$ cat src/rtl/spec_frame_sequencer_pkg.sv
// Shared constants and the sequencer state type for the FFT power-spectrum frame sequencer.
// Contents:
//   FftN / Log2N / HalfN  FFT frame geometry (bins returned per frame = HalfN)
//   GateW / PulseW        gate and pulse counter/config widths
//   FifoCw                sample FIFO occupancy width
//   AddrW                 accumulator address width {gate, bin}
//   FramesW               frames-in-flight counter width
//   seq_state_e           sequencer FSM states
package spec_frame_sequencer_pkg;

    localparam int unsigned FftN    = 1024;
    localparam int unsigned Log2N   = 10;
    localparam int unsigned HalfN   = FftN / 2;
    localparam int unsigned GateW   = 6;
    localparam int unsigned PulseW  = 16;
    localparam int unsigned FifoCw  = 11;
    localparam int unsigned AddrW   = GateW + Log2N - 1;
    // One more bit than the gate count: a stalled FFT can leave every gate of a trigger in flight.
    localparam int unsigned FramesW = GateW + 1;

    typedef enum logic [2:0] {
        StIdle,
        StWaitTrig,
        StWaitData,
        StFeed,
        StDrain,
        StFinish
    } seq_state_e;

endpackage

$ cat src/rtl/spec_frame_sequencer_if.sv
// Datapath bus between the sequencer, the sample FIFO, the power-spectrum block and the
// accumulation RAM.
// Signals:
//   fifo_count  FIFO occupancy (words)
//   fifo_rd_en  FIFO read strobe
//   fft_start   FFT frame load strobe
//   spec_valid  power-spectrum bin valid
//   acc_addr    accumulator {gate, bin} address
//   acc_we      accumulator write enable
//   acc_first   write (not add) for the first pulse
// Modports: master = sequencer side, slave = datapath side.
interface spec_frame_sequencer_if;
    import spec_frame_sequencer_pkg::*;

    logic [FifoCw-1:0] fifo_count;
    logic              fifo_rd_en;
    logic              fft_start;
    logic              spec_valid;
    logic [AddrW-1:0]  acc_addr;
    logic              acc_we;
    logic              acc_first;

    modport master (
        input  fifo_count,
        input  spec_valid,
        output fifo_rd_en,
        output fft_start,
        output acc_addr,
        output acc_we,
        output acc_first
    );

    modport slave (
        output fifo_count,
        output spec_valid,
        input  fifo_rd_en,
        input  fft_start,
        input  acc_addr,
        input  acc_we,
        input  acc_first
    );

endinterface

$ cat src/rtl/spec_frame_sequencer_bin_tagger.sv
// Tags returned power-spectrum bins with accumulator addresses, independent of the input FSM.
// Ports:
//   clk, rst          clock, asynchronous active-high reset
//   arm_i             accepted arm: restart tagging, clear err_spec, mark pulse 0
//   abort_i           abort: restart tagging, drop frames in flight
//   frame_start_i     a frame has been committed to the FFT
//   spec_valid_i      bin valid from the power-spectrum block
//   gates_i           latched gates per trigger (>= 1)
//   acc_addr_o        {gate_out, bin_cnt}, valid with acc_we_o
//   acc_we_o          registered accepted spec_valid
//   acc_first_o       bin belongs to pulse 0
//   frames_idle_o     no frame outstanding
//   err_spec_o        sticky: spec_valid with no frame outstanding
module spec_frame_sequencer_bin_tagger
    import spec_frame_sequencer_pkg::*;
(
    input  logic             clk,
    input  logic             rst,
    input  logic             arm_i,
    input  logic             abort_i,
    input  logic             frame_start_i,
    input  logic             spec_valid_i,
    input  logic [GateW-1:0] gates_i,
    output logic [AddrW-1:0] acc_addr_o,
    output logic             acc_we_o,
    output logic             acc_first_o,
    output logic             frames_idle_o,
    output logic             err_spec_o
);

    logic [Log2N-2:0]   bin_cnt_q, bin_cnt_d;
    logic [GateW-1:0]   gate_out_q, gate_out_d;
    logic [FramesW-1:0] frames_out_q, frames_out_d;
    logic               first_q, first_d;
    logic               err_spec_q, err_spec_d;
    logic               acc_we_q, acc_we_d;
    logic               acc_first_q, acc_first_d;
    logic [AddrW-1:0]   acc_addr_q, acc_addr_d;
    logic               bin_ok;
    logic               last_bin;

    always_comb begin
        bin_cnt_d    = bin_cnt_q;
        gate_out_d   = gate_out_q;
        frames_out_d = frames_out_q;
        first_d      = first_q;
        err_spec_d   = err_spec_q;
        acc_addr_d   = acc_addr_q;
        acc_first_d  = acc_first_q;

        bin_ok   = spec_valid_i && (frames_out_q != '0);
        last_bin = bin_ok && (bin_cnt_q == '1);
        acc_we_d = bin_ok;

        if (bin_ok) begin
            acc_addr_d  = {gate_out_q, bin_cnt_q};
            acc_first_d = first_q;
            bin_cnt_d   = bin_cnt_q + 1'b1;  // wraps naturally at HalfN
        end

        if (spec_valid_i && (frames_out_q == '0)) begin
            err_spec_d = 1'b1;
        end

        // Frames leave in gate order, so a gate wrap marks the end of a pulse.
        if (last_bin) begin
            if (gate_out_q == gates_i - GateW'(1)) begin
                gate_out_d = '0;
                first_d    = 1'b0;
            end else begin
                gate_out_d = gate_out_q + GateW'(1);
            end
        end

        unique case ({frame_start_i, last_bin})
            2'b10:   frames_out_d = frames_out_q + FramesW'(1);
            2'b01:   frames_out_d = frames_out_q - FramesW'(1);
            default: frames_out_d = frames_out_q;
        endcase

        if (arm_i) begin
            bin_cnt_d    = '0;
            gate_out_d   = '0;
            frames_out_d = '0;
            first_d      = 1'b1;
            err_spec_d   = 1'b0;
        end
        if (abort_i) begin
            bin_cnt_d    = '0;
            gate_out_d   = '0;
            frames_out_d = '0;
        end
    end

    always_ff @(posedge clk or posedge rst) begin
        if (rst) begin
            bin_cnt_q    <= '0;
            gate_out_q   <= '0;
            frames_out_q <= '0;
            first_q      <= 1'b0;
            err_spec_q   <= 1'b0;
            acc_we_q     <= 1'b0;
            acc_first_q  <= 1'b0;
            acc_addr_q   <= '0;
        end else begin
            bin_cnt_q    <= bin_cnt_d;
            gate_out_q   <= gate_out_d;
            frames_out_q <= frames_out_d;
            first_q      <= first_d;
            err_spec_q   <= err_spec_d;
            acc_we_q     <= acc_we_d;
            acc_first_q  <= acc_first_d;
            acc_addr_q   <= acc_addr_d;
        end
    end

    assign acc_addr_o    = acc_addr_q;
    assign acc_we_o      = acc_we_q;
    assign acc_first_o   = acc_first_q;
    assign frames_idle_o = (frames_out_q == '0);
    assign err_spec_o    = err_spec_q;

endmodule

$ cat src/rtl/spec_frame_sequencer.sv
// Sequences the 1024-point FFT power-spectrum datapath for one lidar acquisition: per trigger,
// cuts the sample FIFO into range-gate frames, feeds them to the FFT, and repeats per pulse.
// Ports:
//   clk, rst     clock, asynchronous active-high reset
//   arm          start acquisition, latch cfg_* (IDLE only)
//   abort        return to IDLE next cycle, no done
//   cfg_gates    gates per trigger (0 -> 1)
//   cfg_pulses   triggers to accumulate (0 -> 1)
//   trig         laser trigger pulse
//   bus          FIFO / FFT / accumulator datapath (master side)
//   busy         not IDLE
//   done         one-cycle pulse after the last bin of the last pulse is written
//   err_trig     sticky: trig outside WAIT_TRIG
//   err_spec     sticky: spec_valid with no frame outstanding
module spec_frame_sequencer
    import spec_frame_sequencer_pkg::*;
(
    input  logic                   clk,
    input  logic                   rst,
    input  logic                   arm,
    input  logic                   abort,
    input  logic [GateW-1:0]       cfg_gates,
    input  logic [PulseW-1:0]      cfg_pulses,
    input  logic                   trig,
    spec_frame_sequencer_if.master bus,
    output logic                   busy,
    output logic                   done,
    output logic                   err_trig,
    output logic                   err_spec
);

    seq_state_e        state_q, state_d;
    logic [GateW-1:0]  gates_q, gates_d;
    logic [GateW-1:0]  gate_in_q, gate_in_d;
    logic [PulseW-1:0] pulses_q, pulses_d;
    logic [PulseW-1:0] pulse_cnt_q, pulse_cnt_d;
    logic [Log2N-1:0]  feed_cnt_q, feed_cnt_d;
    logic              err_trig_q, err_trig_d;
    logic              fft_start_q, fft_start_d;
    logic              arm_go;
    logic              frame_start;
    logic              frames_idle;
    logic              rd_en;

    always_comb begin
        state_d     = state_q;
        gates_d     = gates_q;
        gate_in_d   = gate_in_q;
        pulses_d    = pulses_q;
        pulse_cnt_d = pulse_cnt_q;
        feed_cnt_d  = feed_cnt_q;
        arm_go      = 1'b0;
        frame_start = 1'b0;

        unique case (state_q)
            StIdle: begin
                if (arm) begin
                    arm_go      = 1'b1;
                    gates_d     = (cfg_gates == '0) ? GateW'(1) : cfg_gates;
                    pulses_d    = (cfg_pulses == '0) ? PulseW'(1) : cfg_pulses;
                    pulse_cnt_d = '0;
                    state_d     = StWaitTrig;
                end
            end
            StWaitTrig: begin
                if (trig) begin
                    gate_in_d = '0;
                    state_d   = StWaitData;
                end
            end
            StWaitData: begin
                // Commit the frame now; reads start on the next clock.
                if (bus.fifo_count >= FifoCw'(FftN)) begin
                    frame_start = 1'b1;
                    feed_cnt_d  = '0;
                    state_d     = StFeed;
                end
            end
            StFeed: begin
                feed_cnt_d = feed_cnt_q + 1'b1;
                if (feed_cnt_q == '1) begin
                    if (gate_in_q == gates_q - GateW'(1)) begin
                        state_d = StDrain;
                    end else begin
                        gate_in_d = gate_in_q + GateW'(1);
                        state_d   = StWaitData;
                    end
                end
            end
            StDrain: begin
                if (frames_idle) begin
                    if (pulse_cnt_q == pulses_q - PulseW'(1)) begin
                        state_d = StFinish;
                    end else begin
                        pulse_cnt_d = pulse_cnt_q + PulseW'(1);
                        state_d     = StWaitTrig;
                    end
                end
            end
            StFinish: state_d = StIdle;
            default:  state_d = StIdle;
        endcase

        if (abort) begin
            state_d     = StIdle;
            arm_go      = 1'b0;
            frame_start = 1'b0;
        end
    end

    always_comb begin
        err_trig_d = err_trig_q;
        if (arm_go) begin
            err_trig_d = 1'b0;
        end
        if (trig && (state_q != StWaitTrig)) begin
            err_trig_d = 1'b1;
        end
    end

    assign rd_en       = (state_q == StFeed);
    // Gated by abort so the FFT load strobe stops on the same clock as the FIFO reads.
    assign fft_start_d = rd_en && !abort;

    always_ff @(posedge clk or posedge rst) begin
        if (rst) begin
            state_q     <= StIdle;
            gates_q     <= '0;
            gate_in_q   <= '0;
            pulses_q    <= '0;
            pulse_cnt_q <= '0;
            feed_cnt_q  <= '0;
            err_trig_q  <= 1'b0;
            fft_start_q <= 1'b0;
        end else begin
            state_q     <= state_d;
            gates_q     <= gates_d;
            gate_in_q   <= gate_in_d;
            pulses_q    <= pulses_d;
            pulse_cnt_q <= pulse_cnt_d;
            feed_cnt_q  <= feed_cnt_d;
            err_trig_q  <= err_trig_d;
            fft_start_q <= fft_start_d;
        end
    end

    logic [AddrW-1:0] acc_addr;
    logic             acc_we;
    logic             acc_first;

    spec_frame_sequencer_bin_tagger u_tagger (
        .clk           (clk),
        .rst           (rst),
        .arm_i         (arm_go),
        .abort_i       (abort),
        .frame_start_i (frame_start),
        .spec_valid_i  (bus.spec_valid),
        .gates_i       (gates_q),
        .acc_addr_o    (acc_addr),
        .acc_we_o      (acc_we),
        .acc_first_o   (acc_first),
        .frames_idle_o (frames_idle),
        .err_spec_o    (err_spec)
    );

    assign bus.fifo_rd_en = rd_en;
    assign bus.fft_start  = fft_start_q;
    assign bus.acc_addr   = acc_addr;
    assign bus.acc_we     = acc_we;
    assign bus.acc_first  = acc_first;
    assign busy           = (state_q != StIdle);
    assign done           = (state_q == StFinish);
    assign err_trig       = err_trig_q;

endmodule

$ cat src/flat_wrapper.sv
// flat-port wrapper written by rule: the top's interface ports become plain ports
module spec_frame_sequencer_flat import spec_frame_sequencer_pkg::*;
  (clk, rst, arm, abort, cfg_gates, cfg_pulses, trig, busy, done, err_trig, err_spec, bus_fifo_count, bus_spec_valid, bus_fifo_rd_en, bus_fft_start, bus_acc_addr, bus_acc_we, bus_acc_first);
  spec_frame_sequencer_if bus_i ();
  input  logic clk;
  input  logic rst;
  input  logic arm;
  input  logic abort;
  input  logic [GateW-1:0] cfg_gates;
  input  logic [PulseW-1:0] cfg_pulses;
  input  logic trig;
  output logic busy;
  output logic done;
  output logic err_trig;
  output logic err_spec;
  input wire logic [$bits(bus_i.fifo_count)-1:0] bus_fifo_count;
  input wire logic [$bits(bus_i.spec_valid)-1:0] bus_spec_valid;
  output wire logic [$bits(bus_i.fifo_rd_en)-1:0] bus_fifo_rd_en;
  output wire logic [$bits(bus_i.fft_start)-1:0] bus_fft_start;
  output wire logic [$bits(bus_i.acc_addr)-1:0] bus_acc_addr;
  output wire logic [$bits(bus_i.acc_we)-1:0] bus_acc_we;
  output wire logic [$bits(bus_i.acc_first)-1:0] bus_acc_first;
  assign bus_i.fifo_count = bus_fifo_count;
  assign bus_i.spec_valid = bus_spec_valid;
  assign bus_fifo_rd_en = bus_i.fifo_rd_en;
  assign bus_fft_start = bus_i.fft_start;
  assign bus_acc_addr = bus_i.acc_addr;
  assign bus_acc_we = bus_i.acc_we;
  assign bus_acc_first = bus_i.acc_first;
  spec_frame_sequencer u_core (.clk(clk), .rst(rst), .arm(arm), .abort(abort), .cfg_gates(cfg_gates), .cfg_pulses(cfg_pulses), .trig(trig), .bus(bus_i), .busy(busy), .done(done), .err_trig(err_trig), .err_spec(err_spec));
endmodule
$ cat config.mk
export PLATFORM = sky130hd
export DESIGN_NAME = spec_frame_sequencer_flat
export DESIGN_NICKNAME = d
export VERILOG_FILES = /design/src/rtl/spec_frame_sequencer_pkg.sv /design/src/rtl/spec_frame_sequencer_if.sv /design/src/rtl/spec_frame_sequencer_bin_tagger.sv /design/src/rtl/spec_frame_sequencer.sv /design/src/flat_wrapper.sv
export SDC_FILE = /design/constraint.sdc
export NUM_CORES = 1
export LEC_CHECK = 0
export CORE_MARGIN = 2
export CORE_UTILIZATION = 40
export CTS_CLUSTER_DIAMETER = 150
export DETAILED_ROUTE_END_ITERATION = 8
export DONT_BUFFER_PORTS = 1
export GPL_ROUTABILITY_DRIVEN = 0
export PLACE_DENSITY = 0.54
export RECOVER_POWER = 50
export SYNTH_ARGS = -nofsm -noshare
export SYNTH_HDL_FRONTEND = slang
export SYNTH_HIERARCHICAL = 1
export SYNTH_SLANG_ARGS = --single-unit
$ cat constraint.sdc
create_clock -name clk -period 4.5 [get_ports clk]
set_input_delay 0.9 -clock clk [delete_from_list [all_inputs] [get_ports clk]]
set_output_delay 0.9 -clock clk [all_outputs]
set_load 0.005 [all_outputs]
After elaboration in Yosys (flattened, before gate mapping)
Cells that the tools add are included.
{ "word_totals": {"reg_bits": 100, "inputBits": 39, "output_inout_bits": 23, "wordCells": 123} }
{ "classes": {"n_addsub": 9, "n_lt_le_gt_ge": 1, "n_eq_ne": 25, "mux": 44, "reduce_logical": 28} }
{ "op_table": {"columns": ["cell", "n"], "rows": [
  ["$mux 16", 4],
  ["$mux 6", 8],
  ["$pmux 16 s2", 1],
  ["$mux 9", 3],
  ["$mux 3", 8],
  ["$pmux 10 s2", 1],
  ["$add 16x1->16 const B", 1],
  ["$eq 16x16->1", 1],
  ["$logic_not 16->1", 1],
  ["$sub 16x1->16 const B", 1],
  ["$pmux 3 s5", 1],
  ["$mux 7", 2],
  ["$pmux 7 s2", 1],
  ["$reduce_bool 2->1", 7],
  ["$mux 1", 13],
  ["$add 6x1->6 const B", 2],
  ["$eq 6x6->1", 2],
  ["$pmux 6 s2", 1],
  ["$ge 11x11->1 const B", 1],
  ["$add 10x1->10 const B", 1],
  ["$eq 10x10->1 const B", 1],
  ["$mux 10", 1],
  ["$ne 2x2->1 const B", 5],
  ["$add 9x1->9 const B", 1],
  ["24 further kinds", 39]
]} }

Logic depth before layout (Yosys ltp)
{ "depth": {"depth_word": 8, "mapped_depth": 16, "ltp_nobuf": 14} }

Hierarchy
The synthesis kept the hierarchy.
{ "by_module_without_submodules": {"columns": ["module", "instances", "cells_each", "area_each_um2", "seq_area_each_um2"], "rows": [
  ["spec_frame_sequencer", 1, 417, 3589.7, 1476.4],
  ["spec_frame_sequencer_bin_tagger", 1, 261, 2337.2, 1026.0]
]} }

Least setup slack after synthesis
No wires, ideal clock.
{ "synth_timing": {"path_type": "flip-flop to flip-flop", "startpoint": "register u_core.u_tagger.frames_out_q[1]", "endpoint": "register u_core.u_tagger.frames_out_q[6]", "setup_time_ps": 78, "arrival_time_ps": 3381, "t_required_ps": 4422, "slack_ps": 1041, "stages_incl_launch_ff": 17, "path_buffers": 3, "synth_period_minus_slack_ps": 3459, "cell_sequence": "dfrtp_1 -> buf_6 -> or4_4 -> o31ai_4 -> inv_2 -> nand2_4 -> inv_2 -> buf_6 -> ha_1 -> clkbuf_1 -> xor2_1 -> ha_1 -> and3b_1 -> o21ai_0 -> a21oi_1 -> or4_1 -> a21oi_1"} }
{ "synth_via": {"elab_chain_cells": 7, "word_cells_on_any_way": 11, "classes_between": "add/sub (2); eq/ne (2); mux (3); reduce/logical (4)"} }
{ "synth_lines": {"columns": ["element", "line_no", "rtl"], "rows": [
  ["from (decl)", "spec_frame_sequencer_bin_tagger.sv:33", "logic [FramesW-1:0] frames_out_q, frames_out_d;"],
  ["from (signal assigned)", "spec_frame_sequencer_bin_tagger.sv:108", "frames_out_q <= frames_out_d;"],
  ["parallel branches: the longest is 7 deep, another holds $sub 7x1->7", null, null]
]} }
Several ways; the timed one is not identified.
A chain may end at the register's enable or synchronous reset.

Worst setup path in the final report
Ends and elaborated chain as after synthesis.

==> impl_results.md <==
- TritonCTS clock tree: done
- Post_cts resized: 0
- Post-Synth XOR/XNOR Area: 0.0709
- Hold Path Class: reg2reg
- Crit. End Element: flip-flop
- RR Startpoint: u_core/u_tagger/frames_out_q[1]
- PwrDens: 427 nW/um^2
- Core Util, Final: 0.438
- FF-to-FF setup slack: 770 ps
- Longest Clk Path Bufs: 2
- RSZ-0062 raised after global routing: false
- Sequential fraction of the synthesis area: 0.422
- Final worst path period share: 0.828
- Max Cap Viol: 2
- Multi-input gate area: 3160 sq um
- Min-Delay Endpoint: u_core/u_tagger/acc_first_o
- Cell Rows: 44
- CP Launch Type: flip-flop
- CP max FO: 24
- Syn_nets: 730
- Peak VDD IR: 0.208 mV
- Global-route wire length before repair: 23.6 mm
- Vias: 4801
- # hold bufs at CTS: 0
- Skew-Pair Late Insertion Delay: 350 ps
- Synth warnings: 6
- Hpwl dp: 9.86 mm
- Total wire length: 13.8 mm
- Port Buffer Count: 0
- Post-synthesis simple-gate area fraction: 0.274
- GRT Util Overall: 0.183
- Top Ports: 62
- Final ANT Viol Nets: 0
- Hold depth: 2
- Multiplexer share of the synthesized area: 0.0120
- Htree depth: 3
- R2R cell count: 13
- Mapped Cells: 678
- CTS Buf Count: 9
- Final hold violations: 0
- Leak: 0.00281 uW
- Status: finished with violations
- Failing checks: capacitance limit, slew limit
- Drt initial violations: 355
- Clk root buf: clkbuf_16
- Avg WL per Cell: 16.2 um
- Tmin final: 3730 ps
- CP Data Required Time: 4770 ps
- Initial antenna violation count: 0
- DRC violations left: 0
- Area leader, netlist: dfrtp_1
- Fill cells: 1419
- ANT cells: 0
- Layout cells sized above 1: 0.0745
- Largest family of logic cells by synthesized area: simple AND/OR/NAND/NOR gates
- Adder-cell area share of the yosys netlist: 0.0274
- RR Endpoint: u_core/u_tagger/frames_out_q[6]
- Setup repair bufs after CTS: 0
- Post-Place Cells: 839
- Count of different cell masters after synthesis: 73
- Compound-Gate Fraction of Synth Area: 0.149
- Hold Crit Start: u_core/u_tagger/first_q
- Commonest cells after routing, fill and taps aside: nand2_1, dfrtp_1, nor2_1
- Clock transition at path regs: 70 ps
- Storage element area: 2500 sq um
- Largest net degree at the start of global routing: 42
- Initial core utilization: 0.409
- Max-slew violations: 77
- Layout Nets: 718
- Via density per instance: 5.62
- EDFF count, synth: 0
- Relative slew slack: -0.485
- Seq cells post-synth: 100
- Area of the mapped netlist: 5930 sq um
- Remaining Overflow, GRT: 0
- Data arrival time of the critical path: 4000 ps
- Synth top area cells: dfrtp_1, nand2_1, xor2_1
- Final WS setup: 774 ps
- WS Path Type: reg2reg
- Vias in the first global route: 4692
- Commonest non-fill, non-tap cell in the layout: nand2_1
- Die width: 126 um
- Yosys top cell area share: 0.422
- Die area: 15800 sq um
- Post-Syn Area per Cell: 8.74 sq um
- Max Fclk: 268 MHz
- Place WS: 819 ps
- Die height: 126 um
- Slew @ Worst Pin: 2230 ps
- Main synth FF type: dfrtp_1
- Post-synth ARST share: 1.00
- Core Area: 14500 sq um
- Final Cell Area: 6330 sq um
- Dpl cell area: 6040 sq um
- Total clock sinks: 100
- Clock skew: 7.40 ps
- DR pass1 iterations: 5
- Area grow syn2layout: 6.88%
- Setup violations, final: 0
- Final std cells w/o fill: 855
- Setup TNS: 0 ps
layer usage:
layer | GRT usage | share of wire | vias up
met5 | 0 | 0 | -
met4 | 0.0588 | 0.013 | 0
met3 | 0.0378 | 0.044 | 14
met2 | 0.299 | 0.47 | 106
met1 | 0.243 | 0.47 | 2323
li1 | - | - | 2358
worst max-delay path, stage by stage, from the launching register on:
cell	delay, ps
dfrtp_1	460
or4_4	570
o31ai_4	210
inv_2	210
nand2_4	160
inv_2	120
ha_1	410
xor2_1	220
ha_1	250
and3b_1	170
o21ai_0	190
a21oi_1	110
or4_1	400
a21oi_1	150
worst max path at each step:
stage | from | slack, ps | end
after global placement | u_core/u_tagger/frames_out_q[1] | 850 | u_core/u_tagger/frames_out_q[6]
after floorplan | u_core/u_tagger/frames_out_q[1] | 1040 | u_core/u_tagger/frames_out_q[6]
after CTS | u_core/u_tagger/frames_out_q[1] | 770 | u_core/u_tagger/frames_out_q[6]
after detailed placement | u_core/u_tagger/frames_out_q[1] | 820 | u_core/u_tagger/frames_out_q[6]
after global routing | u_core/u_tagger/frames_out_q[1] | 470 | u_core/u_tagger/frames_out_q[6]
final | u_core/u_tagger/frames_out_q[1] | 770 | u_core/u_tagger/frames_out_q[6]
cell type report:
cell class / count / area share
multi-input cells: 522 / 0.499
inverters: 26 / 0.0154
repair buffers: 7 / 0.00652
clock inverters: 3 / 0.00691
flip-flops and latches: 100 / 0.395
well taps: 184 / 0.0363
clock buffers: 13 / 0.0411
Yosys cell counts, types with 3 or more instances:
master    number
nand2_1      142
dfrtp_1      100
nor2_1        43
o21ai_0       31
xor2_1        25
inv_1         24
nand3_1       23
xnor2_1       23
a21oi_1       20
clkbuf_1      18
nand4_1       18
or3_1         18
nor3_1        15
o21ai_1       15
ha_1          13
a21oi_2       12
o211ai_1      10
nor4_1         8
or4_1          7
a211oi_1       6
and3_1         6
mux2i_1        6
a31oi_1        5
buf_2          5
buf_6          5
nand2b_1       5
o31ai_1        5
and2_1         4
nor3b_1        4
a21o_1         3
nand3b_1       3
nor2b_1        3
o21a_1         3
logic make-up (layout without fill, tap and decap cells):
group / after synthesis / in the layout
muxes: 7 / 7
xor gates and xnor gates: 48 / 48
buffers and inverters: 56 / 49
and+or+nand+nor: 323 / 323
AOI/OAI and AO/OA: 131 / 131
DFF: 100 / 100
adders and majority gates: 13 / 13
stage by stage:
stage,hold slack [ps],power [uW]
6_report,494,2700
5_1_grt,520,2890
4_1_cts,499,2730
3_5_place_dp,482,1920
3_3_place_gp,472,1890
2_1_floorplan,439,1740
report_power, final:
group	switching (uW)	total (uW)	internal (uW)	leakage, uW
Clock	338	802	464	0.000150
Combinational	408	684	276	0.00132
Sequential	197	1220	1020	0.00134
flip-flops by register name (all words and copies together), names as in the netlist:
signal,cells
u_core/gates_q,6
u_core/pulses_q,16
u_core/gate_in_q,6
u_core/u_tagger/acc_addr_o,15
u_core/u_tagger/acc_first_o,1
u_core/u_tagger/acc_we_o,1
u_core/u_tagger/gate_out_q,6
u_core/bus.fft_start,1
u_core/u_tagger/frames_out_q,7
u_core/pulse_cnt_q,16
u_core/u_tagger/first_q,1
u_core/state_q,3
u_core/feed_cnt_q,10
u_core/err_trig,1
u_core/u_tagger/err_spec_o,1
u_core/u_tagger/bin_cnt_q,9
Power figures use the tool's default switching activity.
